`src/rtl/button_input_ctrl.sv`:
```
// Push-button front end: 2-FF sync, debounce, press/release/long-press pulses per button.
// Optional auto-repeat in LONG state is built when BTN_AUTOREPEAT_EN is defined.
module button_input_ctrl #(
    parameter int CLK_HZ      = 27000000,
    parameter int NUM_BTNS    = 2,
    parameter int DEBOUNCE_MS = 20,
    parameter int LONG_MS     = 1000,
    parameter int REPEAT_MS   = 200,
    parameter int ACTIVE_LOW  = 1
) (
    input  logic                CLK,
    input  logic                nRST,
    input  logic [NUM_BTNS-1:0] BTN_IN,
    output logic [NUM_BTNS-1:0] BTN_STATE,
    output logic [NUM_BTNS-1:0] PRESS_PULSE,
    output logic [NUM_BTNS-1:0] RELEASE_PULSE,
    output logic [NUM_BTNS-1:0] LONG_PULSE,
    output logic [NUM_BTNS-1:0] REPEAT_PULSE
);

    localparam int CYC_PER_MS = CLK_HZ / 1000;
    localparam int DB_RAW     = CYC_PER_MS * DEBOUNCE_MS;
    localparam int LONG_RAW   = CYC_PER_MS * LONG_MS;
    localparam int REP_RAW    = CYC_PER_MS * REPEAT_MS;
    localparam int DB_CYC     = (DB_RAW < 1) ? 1 : DB_RAW;
    localparam int LONG_CYC   = (LONG_RAW < 1) ? 1 : LONG_RAW;
    localparam int REP_CYC    = (REP_RAW < 1) ? 1 : REP_RAW;
    localparam int DB_W       = $clog2(DB_CYC + 1);
    localparam int HOLD_W     = $clog2(LONG_CYC + 1);
    localparam int REP_W      = $clog2(REP_CYC + 1);

    localparam logic [DB_W-1:0]   DB_LAST   = DB_W'(DB_CYC - 1);
    localparam logic [HOLD_W-1:0] LONG_LAST = HOLD_W'(LONG_CYC - 1);
    localparam logic [REP_W-1:0]  REP_LAST  = REP_W'(REP_CYC - 1);

    typedef enum logic [1:0] {
        IDLE = 2'd0,
        HOLD = 2'd1,
        LONG = 2'd2
    } btn_fsm_e;

    logic [NUM_BTNS-1:0] pressed_raw;
    logic [NUM_BTNS-1:0] sync1;
    logic [NUM_BTNS-1:0] sync2;

    assign pressed_raw = (ACTIVE_LOW != 0) ? ~BTN_IN : BTN_IN;

    always_ff @(posedge CLK) begin
        if (!nRST) begin
            sync1 <= '0;
            sync2 <= '0;
        end else begin
            sync1 <= pressed_raw;
            sync2 <= sync1;
        end
    end

    for (genvar i = 0; i < NUM_BTNS; i++) begin : g_btn
        logic [DB_W-1:0]   db_cnt;
        logic              level_q;
        logic              press_q;
        logic              release_q;
        logic              long_q;
        logic              long_d;
        logic [HOLD_W-1:0] hold_cnt;
        logic [HOLD_W-1:0] hold_d;
        btn_fsm_e          state_q;
        btn_fsm_e          state_d;
        logic              accept;
        logic              accept_press;
        logic              accept_release;

        // A level change is accepted on the edge where the mismatch has lasted DB_CYC cycles.
        assign accept         = (sync2[i] != level_q) && (db_cnt == DB_LAST);
        assign accept_press   = accept && sync2[i];
        assign accept_release = accept && !sync2[i];

        always_ff @(posedge CLK) begin
            if (!nRST) begin
                db_cnt    <= '0;
                level_q   <= 1'b0;
                press_q   <= 1'b0;
                release_q <= 1'b0;
            end else begin
                press_q   <= accept_press;
                release_q <= accept_release;
                if (sync2[i] == level_q) begin
                    db_cnt <= '0;
                end else if (db_cnt == DB_LAST) begin
                    level_q <= sync2[i];
                    db_cnt  <= '0;
                end else begin
                    db_cnt <= db_cnt + 1'b1;
                end
            end
        end

        always_ff @(posedge CLK) begin
            if (!nRST) begin
                state_q  <= IDLE;
                hold_cnt <= '0;
                long_q   <= 1'b0;
            end else begin
                state_q  <= state_d;
                hold_cnt <= hold_d;
                long_q   <= long_d;
            end
        end

        // Release is checked before the long-press threshold so it wins a same-cycle tie.
        always_comb begin
            state_d = state_q;
            hold_d  = hold_cnt;
            long_d  = 1'b0;
            case (state_q)
                IDLE: begin
                    if (accept_press) begin
                        state_d = HOLD;
                        hold_d  = '0;
                    end
                end
                HOLD: begin
                    if (accept_release) begin
                        state_d = IDLE;
                        hold_d  = '0;
                    end else if (hold_cnt == LONG_LAST) begin
                        state_d = LONG;
                        hold_d  = '0;
                        long_d  = 1'b1;
                    end else begin
                        hold_d = hold_cnt + 1'b1;
                    end
                end
                LONG: begin
                    if (accept_release) begin
                        state_d = IDLE;
                        hold_d  = '0;
                    end
                end
                default: begin
                    state_d = IDLE;
                    hold_d  = '0;
                end
            endcase
        end

`ifdef BTN_AUTOREPEAT_EN
        logic [REP_W-1:0] rep_cnt;
        logic             rep_q;

        always_ff @(posedge CLK) begin
            if (!nRST || (state_q != LONG) || accept_release) begin
                rep_cnt <= '0;
                rep_q   <= 1'b0;
            end else if (rep_cnt == REP_LAST) begin
                rep_cnt <= '0;
                rep_q   <= 1'b1;
            end else begin
                rep_cnt <= rep_cnt + 1'b1;
                rep_q   <= 1'b0;
            end
        end

        assign REPEAT_PULSE[i] = rep_q;
`else
        assign REPEAT_PULSE[i] = 1'b0;
`endif

        assign BTN_STATE[i]     = level_q;
        assign PRESS_PULSE[i]   = press_q;
        assign RELEASE_PULSE[i] = release_q;
        assign LONG_PULSE[i]    = long_q;
    end

endmodule

```
`config.mk`:
```
export PLATFORM = sky130hd
export DESIGN_NAME = button_input_ctrl
export DESIGN_NICKNAME = d
export VERILOG_FILES = /design/src/rtl/button_input_ctrl.sv
export SDC_FILE = /design/constraint.sdc
export NUM_CORES = 1
export LEC_CHECK = 0
export BUFFER_PORTS_ARGS = -buffer_cell sky130_fd_sc_hd__buf_2
export CAP_MARGIN = 20
export CELL_PAD_IN_SITES_DETAIL_PLACEMENT = 1
export CELL_PAD_IN_SITES_GLOBAL_PLACEMENT = 1
export CORE_UTILIZATION = 35
export DETAILED_ROUTE_END_ITERATION = 8
export PLACE_DENSITY = 0.67
export SLEW_MARGIN = 40
export SYNTH_ARGS = -nofsm -noshare
export SYNTH_HDL_FRONTEND = slang
export SYNTH_SLANG_ARGS = --single-unit
```
`constraint.sdc`:
```
create_clock -name CLK -period 7.4 [get_ports CLK]
set_clock_uncertainty 0.1 [all_clocks]
set_input_delay 1.48 -clock CLK [delete_from_list [all_inputs] [get_ports CLK]]
set_output_delay 1.48 -clock CLK [all_outputs]
set_load 0.02 [all_outputs]
```
==> metrics.csv, run 1 <==
stage,metric,value,unit
cts,cts-resized-gates,0,
critical_path,crit_family,compound AO/OA/AOI/OAI gates,
logic_synthesis,ys_types,51,
cts,postCtsSetupBuffers,0,
logic_synthesis,synthCells,582,
pwr,p_total,1.050,mW
cts,htreeDepth,3,
critical_path,cp-end-kind,flop,
timing,post-route-period-util,37.50,%
die,core,13830,um2
critical_path,worstPathRequired,7.54,ns
global_routing,met3_usage,4.793,%
cts,cts_sinks,106,
outcome,status,"complete, no violations",
timing,rsz0062_at_grt,no,
logic_synthesis,yosys-top-cells-area,"dfxtp_1 43%, a21oi_1 4.7%, nor2_1 4.6%, nand4_1 4.0%, or3_1 4.0%",
logic_synthesis,synth-warning-count,0,
final_layout,final_cells,761,
final_layout,drive_gt1_share,7.917,%
die,fp.dieW,121.0,um
logic_synthesis,async_flop_share,0,%
logic_synthesis,ys_seq_area_share,42.79,%
logic_synthesis,synth_top_flop_cell,dfxtp_1,
die,start_util,35.87,%
final_layout,n_antenna_cell,0,
timing,max_freq,360.4,MHz
pwr,p_per_area,193.4,nW/um2
critical_path,cp_slowest_cell,or4_1,
drt,drtPass1Iterations,4,
critical_path,crit_arrival,2.92,ns
cts,clock_latency,0.36,ns
critical_path,cpPeakStageDelay,0.61,ns
drt,routed_wl,11600,um
logic_synthesis,ys_top_cells_by_count,"106 x dfxtp_1, 61 x nor2_1, 47 x a21oi_1, 33 x nand2_1",
timing,tightest_slew,0.7890,ns
drt,drtIter0Drc,214,
timing,hold_violations,0,
global_routing,grt_first_pass_wirelength,19780,um
drt,wl_per_cell,15.24,um
cts,cts_made_buffers,9,
cts,cts_root_buf,clkbuf_16,
critical_path,critPathMaxFanout,11,
die,fp.dieArea,14650,um2
run,drv_cap,0,
cts,cts_buffer_depth,2,
place,numPortBuffers,11,
worst_hold_path,hold_path_class,flop to flop,
logic_synthesis,avgSynthCellArea,8.522,um2
drt,antenna_left,0,
cts,cts.clk_slew.worst_paths,0.07,ns
timing,fin_tns_setup,0,ns
critical_path,start_kind,flop,
place,dpl.hpwl,7855,um
logic_synthesis,ys_ff_latch,106,
cts,cts_tree,built,
timing,min_period,2.775,ns
die,ios,14,
global_routing,met1_usage,19.71,%
drt,vias,4239,
logic_synthesis,synth.most_common_cell,dfxtp_1,
critical_path,cp_cell_sequence,ha_1 -> inv_1 -> or4_1 -> o41a_1 -> a22oi_2 -> buf_4 -> buf_6 -> a21oi_1,
logic_synthesis,syn_area,4960,um2
pwr,ir_drop,0.1395,mV
die,die_h,121.0,um
timing,setup_viol,0,
logic_synthesis,synth-edff-count,0,
drt,via_per_inst,5.570,
global_routing,grt_pass1_vias,4184,
global_routing,gr-total-overflow,0,
logic_synthesis,synth_top_area_share,42.79,%
global_routing,use_met2,29.43,%
critical_path,worst-path-buf-inv,3,
timing,slew_headroom,47.20,%
global_routing,grt_most_used_layer,met2,
pwr,p_leak,1.607,nW
final_layout,fin_nets,584,
global_routing,antenna_found_initial,0,
die,placementRows,43,
cts,cts_hold_buf,0,
drt,drc,0,
critical_path,path_class,flop to flop,
place,placed_cells,744,
final_layout,areaGrowthSynthToFinish,9.460,%
global_routing,grt_usage,16.80,%
critical_path,r2r_slack,4.63,ns
global_routing,grt_max_degree,53,
place,gp_congestion,0.7267,
logic_synthesis,synth_area_leader_cell,dfxtp_1,
timing,drv_slew,0,
## cells in the final DEF (no fill, tap or decap), types with 3 or more instances in the layout
master,netlist,routed
dfxtp_1,106,106
nor2_1,61,61
a21oi_1,47,47
nand2_1,33,33
nand4_1,32,32
or3_1,32,32
o21ai_0,31,31
nand3_1,29,29
or4_1,21,21
xor2_1,20,20
o31ai_1,18,18
xnor2_1,16,16
inv_1,15,15
buf_2,7,11
and4_1,9,9
and3_1,9,9
clkbuf_16,0,9
nor3_1,9,8
nor4_1,5,5
nor2b_1,5,5
and2_1,5,5
mux2i_1,4,4
ha_1,4,4
nand2b_1,3,3
or2_2,3,3
buf_4,10,3
## worst reg2reg max path: stages, from the launching register on
cell and delay (ns):
dfxtp_1 0.38, ha_1 0.24, inv_1 0.10, or4_1 0.61, o41a_1 0.46, a22oi_2 0.32
buf_4 0.24, buf_6 0.16, a21oi_1 0.05
## state kept, by name, indices dropped and copies added, names as in the netlist
signal	count
g_btn.hold_cnt	50
g_btn.db_cnt	40
g_btn.long_q	2
g_btn.level_q	2
sync2	2
g_btn.release_q	2
g_btn.state_q	4
sync1	2
g_btn.press_q	2
## where the power goes
group / switching, mW / total, mW / internal (mW)
Sequential: 0.000886 / 0.572 / 0.571
Clock: 0.229 / 0.462 / 0.233
Combinational: 0.0111 / 0.0159 / 0.00476
## logic make-up (layout without fill, tap and decap cells)
logic type      after synthesis  in the layout  share of synthesized area, %
simple gates                268            268                         30.15
compound gates              113            113                         13.95
flops                       106            106                         42.79
buf+inv                      49             47                         4.642
xor+xnor                     36             36                         6.357
mux                           5              5                         1.034
fa+ha+maj                     4              4                         1.009
other cells                   1              2                       0.07561
## worst paths after layout
path / start / to / depth (start not counted)
worst max register to register: g_btn[1].hold_cnt[0] / g_btn[1].hold_cnt[21] / 8
worst max-delay path: g_btn[1].hold_cnt[0] / g_btn[1].hold_cnt[21] / 8
worst min register to register: sync1[0] / sync2[0] / 1
worst min-delay path: sync1[0] / sync2[0] / 1
## stage by stage
step / util (%) / worst slack [ns] / hold slack [ns] / cell area, um2
floorplan: - / 4.877 / 0.3119 / 4964
detailed placement: 37.14 / 4.286 / 0.3215 / 5135
global placement: 36.88 / 4.047 / 0.3186 / 5100
CTS: 39.15 / 4.524 / 0.3396 / 5414
finish: 39.26 / 4.625 / 0.3383 / 5429
global route: 39.26 / 4.415 / 0.3479 / 5429
## cell type report
class                   count  area (um2)
fillers                  1634        8398
multi-input cells         428        2643
flip-flops and latches    106        2122
clock buffers              10       229.0
well taps                 180       225.2
repair buffers             16       103.9
inverters                  15       56.30
clock inverters             6       50.05
## per-layer routing
| layer | share of wire [%] | vias to the layer above | wire (um) |
|---|---|---|---|
| li1 | - | 2103 | - |
| met2 | 50 | 37 | 5761 |
| met3 | 2.9 | 12 | 336 |
| met5 | 0 | - | 0 |
| met4 | 1.5 | 0 | 178 |
| met1 | 46 | 2087 | 5325 |
No activity file was read; power rests on OpenSTA's default activity.
==> inputs of run 2 (changes only) <==
ABC_AREA = 1   (was not set)
PLACE_DENSITY = 0.71   (was 0.67)
clock period = 2.9 ns   (was 7.4 ns; I/O delays follow)
==> run 2 against run 1 <==
  * Via count grew 41%
  * Sequential cell count did not move
  * Final cell count increased by 58%
  * Worst setup slack worse by 3.9 ns
  * Sequential power grew to 2.7 times the previous value
  * Register-to-register slack worse by 3.9 ns
  * Total power grew to 3.1 times the previous value
  * Highest routed layer unchanged
==> metrics.csv, run 2 <==
stage,metric,value,unit,change
outcome,status,"complete, no violations",,
final_layout,regMostFlops,g_btn.hold_cnt,,
worst_hold_path,hold_path_class,primary input to flop,,
critical_path,crit_arrival,2.37,ns,-0.55 ns
global_routing,grt_pass1_vias,5909,,+41%
critical_path,r2r-start,g_btn[1].hold_cnt[0],,
run,drv_cap,0,,unchanged
timing,slew_headroom,61.54,%,+14 points
logic_synthesis,ys_ff_latch,106,,unchanged
pwr,p_per_area,482.3,nW/um2,+150%
global_routing,grt_max_degree,27,,-49%
drt,drtIter0Drc,265,,+24%
die,die_h,135.1,um,+12%
worst_hold_path,min_from,BTN_IN[1],,
place,dpl.hpwl,12690,um,+62%
logic_synthesis,avgSynthCellArea,6.339,um2,-26%
final_layout,drive_gt1_share,6.537,%,-1.4 points
cts,cts_made_buffers,9,,unchanged
cts,htreeDepth,3,,unchanged
timing,rsz0062_at_grt,no,,
final_layout,most-common-layout-cells,"244 x nand2_1, 173 x nor2_1, 108 x inv_1",,
final_layout,layout_commonest_cell,nand2_1,,
timing,min_period,2.222,ns,-0.5524 ns
die,placementRows,48,,+12%
logic_synthesis,syn_area,6200,um2,+25%
critical_path,worstPathRequired,3.04,ns,-4.50 ns
logic_synthesis,ys_types,38,,-25%
logic_synthesis,synth-edff-count,0,,unchanged
die,fp.dieW,135.1,um,+12%
cts,cts-resized-gates,0,,unchanged
logic_synthesis,synth-warning-count,0,,unchanged
drt,drtPass1Iterations,4,,unchanged
final_layout,fin_nets,982,,+68%
global_routing,gr-total-overflow,0,,unchanged
global_routing,grt_usage,19.37,%,+2.6 points
timing,max_freq,450.0,MHz,+25%
cts,clock_latency,0.35,ns,about the same
place,numPortBuffers,11,,unchanged
critical_path,critPathMaxFanout,10,,-1
timing,setup_viol,0,,unchanged
cts,postCtsSetupBuffers,0,,unchanged
cts,cts_hold_buf,0,,unchanged
logic_synthesis,synth_area_leader_cell,dfxtp_1,,
place,placed_cells,1188,,+60%
drt,drc,0,,unchanged
logic_synthesis,synth_top_flop_cell,dfxtp_1,,
timing,hold_violations,0,,unchanged
final_layout,largest_reg_flops,50,,unchanged
critical_path,path_class,flop to flop,,
logic_synthesis,yosys-top-cells-area,"dfxtp_1 34%, nand2_1 15%, nor2_1 10%, nand3_1 6.9%, inv_1 6.6%",,
logic_synthesis,synth.most_common_cell,nand2_1,,
cts,cts.clk_slew.worst_paths,0.07,ns,about the same
pwr,p_total,3.221,mW,+210%
drt,via_per_inst,4.982,,-11%
drt,routed_wl,16730,um,+44%
timing,fin_tns_setup,0,ns,unchanged
die,ios,14,,unchanged
final_layout,areaGrowthSynthToFinish,7.709,%,
critical_path,start_kind,flop,,
final_layout,n_antenna_cell,0,,unchanged
cts,cts_tree,built,,
die,fp.dieArea,18250,um2,+25%
final_layout,final_cells,1204,,+58%
timing,tightest_slew,0.5755,ns,-0.2135 ns
worst_hold_path,whs_path_depth,2,,+1
pwr,p_leak,2.435,nW,+52%
timing,drv_slew,0,,unchanged
place,gp_congestion,0.8436,,+16%
timing,holdWs,0.2885,ns,-0.04979 ns
pwr,ir_drop,0.3553,mV,+150%
critical_path,r2r_slack,0.68,ns,-3.95 ns
global_routing,grt_first_pass_wirelength,28440,um,+44%
logic_synthesis,ys_top_cells_by_count,"244 x nand2_1, 173 x nor2_1, 109 x inv_1, 106 x dfxtp_1, 85 x nand3_1",,
logic_synthesis,ys_seq_area_share,34.23,%,-8.6 points
die,core,17300,um2,+25%
place,placed_cell_area,6391,um2,+24%
final_layout,fin_area,6678,um2,+23%
global_routing,antenna_found_initial,0,,unchanged
drt,vias,5998,,+41%
cts,cts_buffer_depth,2,,unchanged
cts,cts_root_buf,clkbuf_16,,
logic_synthesis,synthCells,978,,+68%
cts,cts_sinks,106,,unchanged
critical_path,cp-end-kind,flop,,
logic_synthesis,synth_top_area_share,34.23,%,-8.6 points
timing,post-route-period-util,76.64,%,+39 points
drt,antenna_left,0,,unchanged
critical_path,r2r_cells,10,,+2
logic_synthesis,async_flop_share,0,%,unchanged
die,start_util,35.84,%,about the same
drt,wl_per_cell,13.89,um,-8.9%
final_layout,reg.largest.list,"g_btn.hold_cnt (50), g_btn.db_cnt (40), g_btn.state_q (4)",,
critical_path,reg2reg_to,g_btn[1].hold_cnt[24],,
worst_hold_path,hold_end,sync1[1],,
run 2: metal layers:
metal	GRT usage, %	wire, um	up-vias
li1	-	-	3106
met1	24.06	7938	2840
met2	34.62	8273	44
met3	3.679	391	8
met4	3.745	125	0
met5	0	0	-
run 2: worst max-delay path by stage:
stage | startpoint | endpoint | slack [ns] | cells after the start
2_1_floorplan | g_btn[1].hold_cnt[0] | g_btn[1].hold_cnt[10] | 1.14 | 10
3_3_place_gp | g_btn[1].hold_cnt[0] | g_btn[1].hold_cnt[23] | 0.72 | 10
3_5_place_dp | g_btn[1].hold_cnt[0] | g_btn[1].hold_cnt[23] | 0.71 | 10
4_1_cts | g_btn[1].hold_cnt[0] | g_btn[1].hold_cnt[23] | 0.69 | 10
5_1_grt | g_btn[1].hold_cnt[0] | g_btn[1].hold_cnt[20] | 0.49 | 10
6_report | g_btn[1].hold_cnt[0] | g_btn[1].hold_cnt[24] | 0.68 | 10
run 2: cell type report:
class	instances	area, um2
clock inverters	6	47.55
inverters	111	416.7
well taps	225	281.5
repair buffers	17	100.1
clock buffers	10	239.0
fillers	2317	10620
multi-input cells	729	3471
flip-flops and latches	106	2122
run 2: report_power, final:
group / switching, mW / total [mW] / internal, mW
sequential: 0.0352 / 1.53 / 1.49
combinational: 0.365 / 0.479 / 0.114
clock: 0.595 / 1.21 / 0.618
total: 0.994 / 3.22 / 2.23
run 2: cells by family after synthesis:
| group | Yosys count | synth area share [%] |
|---|---|---|
| AOI/OAI and AO/OA | 99 | 8.497 |
| xor gates and xnor gates | 32 | 4.521 |
| adders and majority gates | 4 | 0.8073 |
| buffers and inverters | 144 | 9.848 |
| DFF | 106 | 34.23 |
| other | 1 | 0.06049 |
| and+or+nand+nor | 592 | 42.04 |
run 2: metrics by stage:
| step | utilization, % | setup slack (ns) |
|---|---|---|
| after floorplan | - | 1.142 |
| after global routing | 38.61 | 0.4894 |
| after detailed placement | 36.95 | 0.7083 |
| after CTS | 38.61 | 0.6894 |
| after global placement | 36.95 | 0.7220 |
| final | 38.61 | 0.6776 |
run 2: critical path, cell delays in order (launching register included):
cell     delay, ns
dfxtp_1       0.42
ha_1          0.30
inv_1         0.09
nor2_1        0.29
nand4_1       0.13
nor2_1        0.11
nand2_1       0.22
inv_2         0.24
nor2_1        0.07
nand3_1       0.06
a21oi_1       0.08
==> inputs of run 3 (changes only) <==
PLACE_DENSITY = 0.73   (was 0.71)
clock period = 2 ns   (was 2.9 ns; I/O delays follow)
==> run 3 against run 2 <==
  * Non-clock buffer count grew 37
  * Wire length is 6.4% higher
  * Sequential share of layout area is 1.9 points lower
  * Clock power grew 60%
  * Critical path type unchanged
  * Via count rose by 3.1%
  * Critical path depth is the same
  * Register-to-register slack got worse by 0.55 ns
  * Clock-buffer cell count decreased by 1
  * Sequential cell count is the same
==> metrics.csv, run 3 (synthesis results as in run 2) <==
stage,metric,value,unit,change
final_layout,areaGrowthSynthToFinish,14.83,%,
drt,antenna_left,0,,unchanged
pwr,p_leak,2.671,nW,+9.7%
die,fp.dieArea,18250,um2,unchanged
final_layout,layout_commonest_cell,nand2_1,,
final_layout,largest_reg_flops,50,,unchanged
cts,cts_buffer_depth,2,,unchanged
drt,drtPass1Iterations,4,,unchanged
cts,htreeDepth,3,,unchanged
final_layout,fin_nets,1021,,+4.0%
die,placementRows,48,,unchanged
final_layout,n_fill_cell,2293,,-1.0%
drt,drtIter0Drc,251,,-5.3%
timing,fin_tns_setup,0,ns,unchanged
drt,via_per_inst,4.973,,-0.18%
final_layout,most-common-layout-cells,"240 x nand2_1, 169 x nor2_1, 107 x inv_1",,
final_layout,final_cells,1243,,+3.2%
worst_hold_path,hold_path_class,primary input to flop,,
critical_path,critPathLaunch,g_btn[0].db_cnt[0],,
timing,post-route-period-util,93.57,%,+17 points
place,numPortBuffers,11,,unchanged
critical_path,critPathMaxFanout,12,,+2
worst_hold_path,min_from,BTN_IN[0],,
critical_path,cp-end-kind,flop,,
critical_path,worstPathRequired,2.14,ns,-0.90 ns
place,gp_congestion,0.8348,,-1.0%
drt,vias,6181,,+3.1%
drt,routed_wl,17800,um,+6.4%
pwr,ir_drop,0.4283,mV,+21%
final_layout,drive_gt1_share,11.49,%,+5.0 points
drt,wl_per_cell,14.32,um,+3.0%
cts,cts_tree,built,,
outcome,status,"complete, no violations",,
global_routing,grt_first_pass_wirelength,29500,um,+3.7%
global_routing,antenna_found_initial,0,,unchanged
timing,drv_slew,0,,unchanged
timing,rsz0062_at_grt,no,,
timing,max_freq,534.4,MHz,+19%
drt,drc,0,,unchanged
timing,min_period,1.871,ns,-0.3511 ns
critical_path,r2r-start,g_btn[0].db_cnt[0],,
critical_path,r2r_slack,0.13,ns,-0.55 ns
critical_path,crit_arrival,2.01,ns,-0.36 ns
final_layout,reg.largest.list,"g_btn.hold_cnt (50), g_btn.db_cnt (40), g_btn.state_q (4)",,
critical_path,start_kind,flop,,
place,dpl.hpwl,12930,um,+1.9%
cts,clock_latency,0.36,ns,about the same
cts,cts.clk_slew.worst_paths,0.08,ns,about the same
place,placed_cells,1218,,+2.5%
pwr,p_total,5.028,mW,+56%
cts,cts_made_buffers,9,,unchanged
global_routing,gr-total-overflow,0,,unchanged
die,die_h,135.1,um,unchanged
die,ios,14,,unchanged
timing,hold_violations,0,,unchanged
cts,cts_sinks,106,,unchanged
global_routing,grt_usage,20.03,%,+0.66 points
pwr,p_per_area,706.3,nW/um2,+46%
die,start_util,35.84,%,unchanged
cts,cts_root_buf,clkbuf_16,,
final_layout,regMostFlops,g_btn.hold_cnt,,
die,fp.dieW,135.1,um,unchanged
die,core,17300,um2,unchanged
final_layout,n_antenna_cell,0,,unchanged
critical_path,path_class,flop to flop,,
global_routing,grt_pass1_vias,6207,,+5.0%
run,drv_cap,0,,unchanged
timing,setup_viol,0,,unchanged
global_routing,grt_max_degree,26,,-3.7%
## run 3: changes by cell type in the layout (fill, tap and decap cells not counted), moves of 2 or more
cell / before / now
dfxtp_2: 0 / 2
nor2_1: 173 / 169
clkinv_2: 2 / 0
nand2_8: 0 / 3
nand2_2: 5 / 9
buf_4: 6 / 41
nor2_4: 5 / 8
inv_6: 2 / 4
dfxtp_1: 106 / 104
nand2_1: 244 / 240
## run 3: critical path, cell delays in order, from the launching register on
cell and delay (ns):
dfxtp_2 0.34, ha_1 0.17, nand2_1 0.10, nor2_4 0.17, nand3_2 0.11, nor2_4 0.20, nand2_2 0.12, nand2_8 0.14
nand2_4 0.15, nand2_1 0.09, a21oi_1 0.06
## run 3: path summary, 6_finish.rpt
| kind | end | cells after the start |
|---|---|---|
| worst max-delay path | g_btn[0].hold_cnt[16] | 10 |
| worst min register to register | g_btn[1].db_cnt[0] | 1 |
| worst max register to register | g_btn[0].hold_cnt[16] | 10 |
| worst min-delay path | sync1[0] | 2 |
## run 3: repair_timing
item,4_1_cts,5_1_grt
setup buffers,0,6
hold buffers,0,0
setup endpoints to repair,0,56
resized for setup,0,24
## run 3: final cells by class
class	instances	area [um2]	area share, %
Clock buffer	9	225.2	3.163
Clock inverter	7	87.58	1.230
Inverter	111	416.7	5.852
Multi-Input combinational cell	731	3576	50.23
Sequential cell	106	2125	29.84
Tap cell	225	281.5	3.954
Timing Repair Buffer	54	407.9	5.729
## run 3: layer usage
| layer | part of all wire, % | global-route usage, % | routed length (um) | vias up |
|---|---|---|---|---|
| met5 | 0 | 0 | 0 | - |
| met4 | 1.2 | 4.931 | 221 | 0 |
| met3 | 2.4 | 3.716 | 422 | 18 |
| met2 | 49 | 34.96 | 8767 | 52 |
| met1 | 47 | 25.21 | 8384 | 2927 |
| li1 | - | - | - | 3184 |
## run 3: through the flow
step / setup slack [ns] / utilization, % / area [um2] / hold WS (ns)
2_1_floorplan: 0.2422 / - / 6203 / 0.2905
3_3_place_gp: 0.09972 / 38.25 / 6616 / 0.2997
3_5_place_dp: 0.02436 / 38.25 / 6616 / 0.3049
4_1_cts: 0.008635 / 40.06 / 6929 / 0.08434
5_1_grt: 0.002379 / 41.16 / 7119 / 0.07400
6_report: 0.1287 / 41.16 / 7119 / 0.08988
## run 3: report_power, final
| group | leakage (nW) | internal [mW] | total, mW | switching (mW) |
|---|---|---|---|---|
| registers | 0.856 | 2.17 | 2.21 | 0.0489 |
| logic | 1.66 | 0.255 | 0.877 | 0.622 |
| clock network | 0.155 | 1.01 | 1.94 | 0.927 |
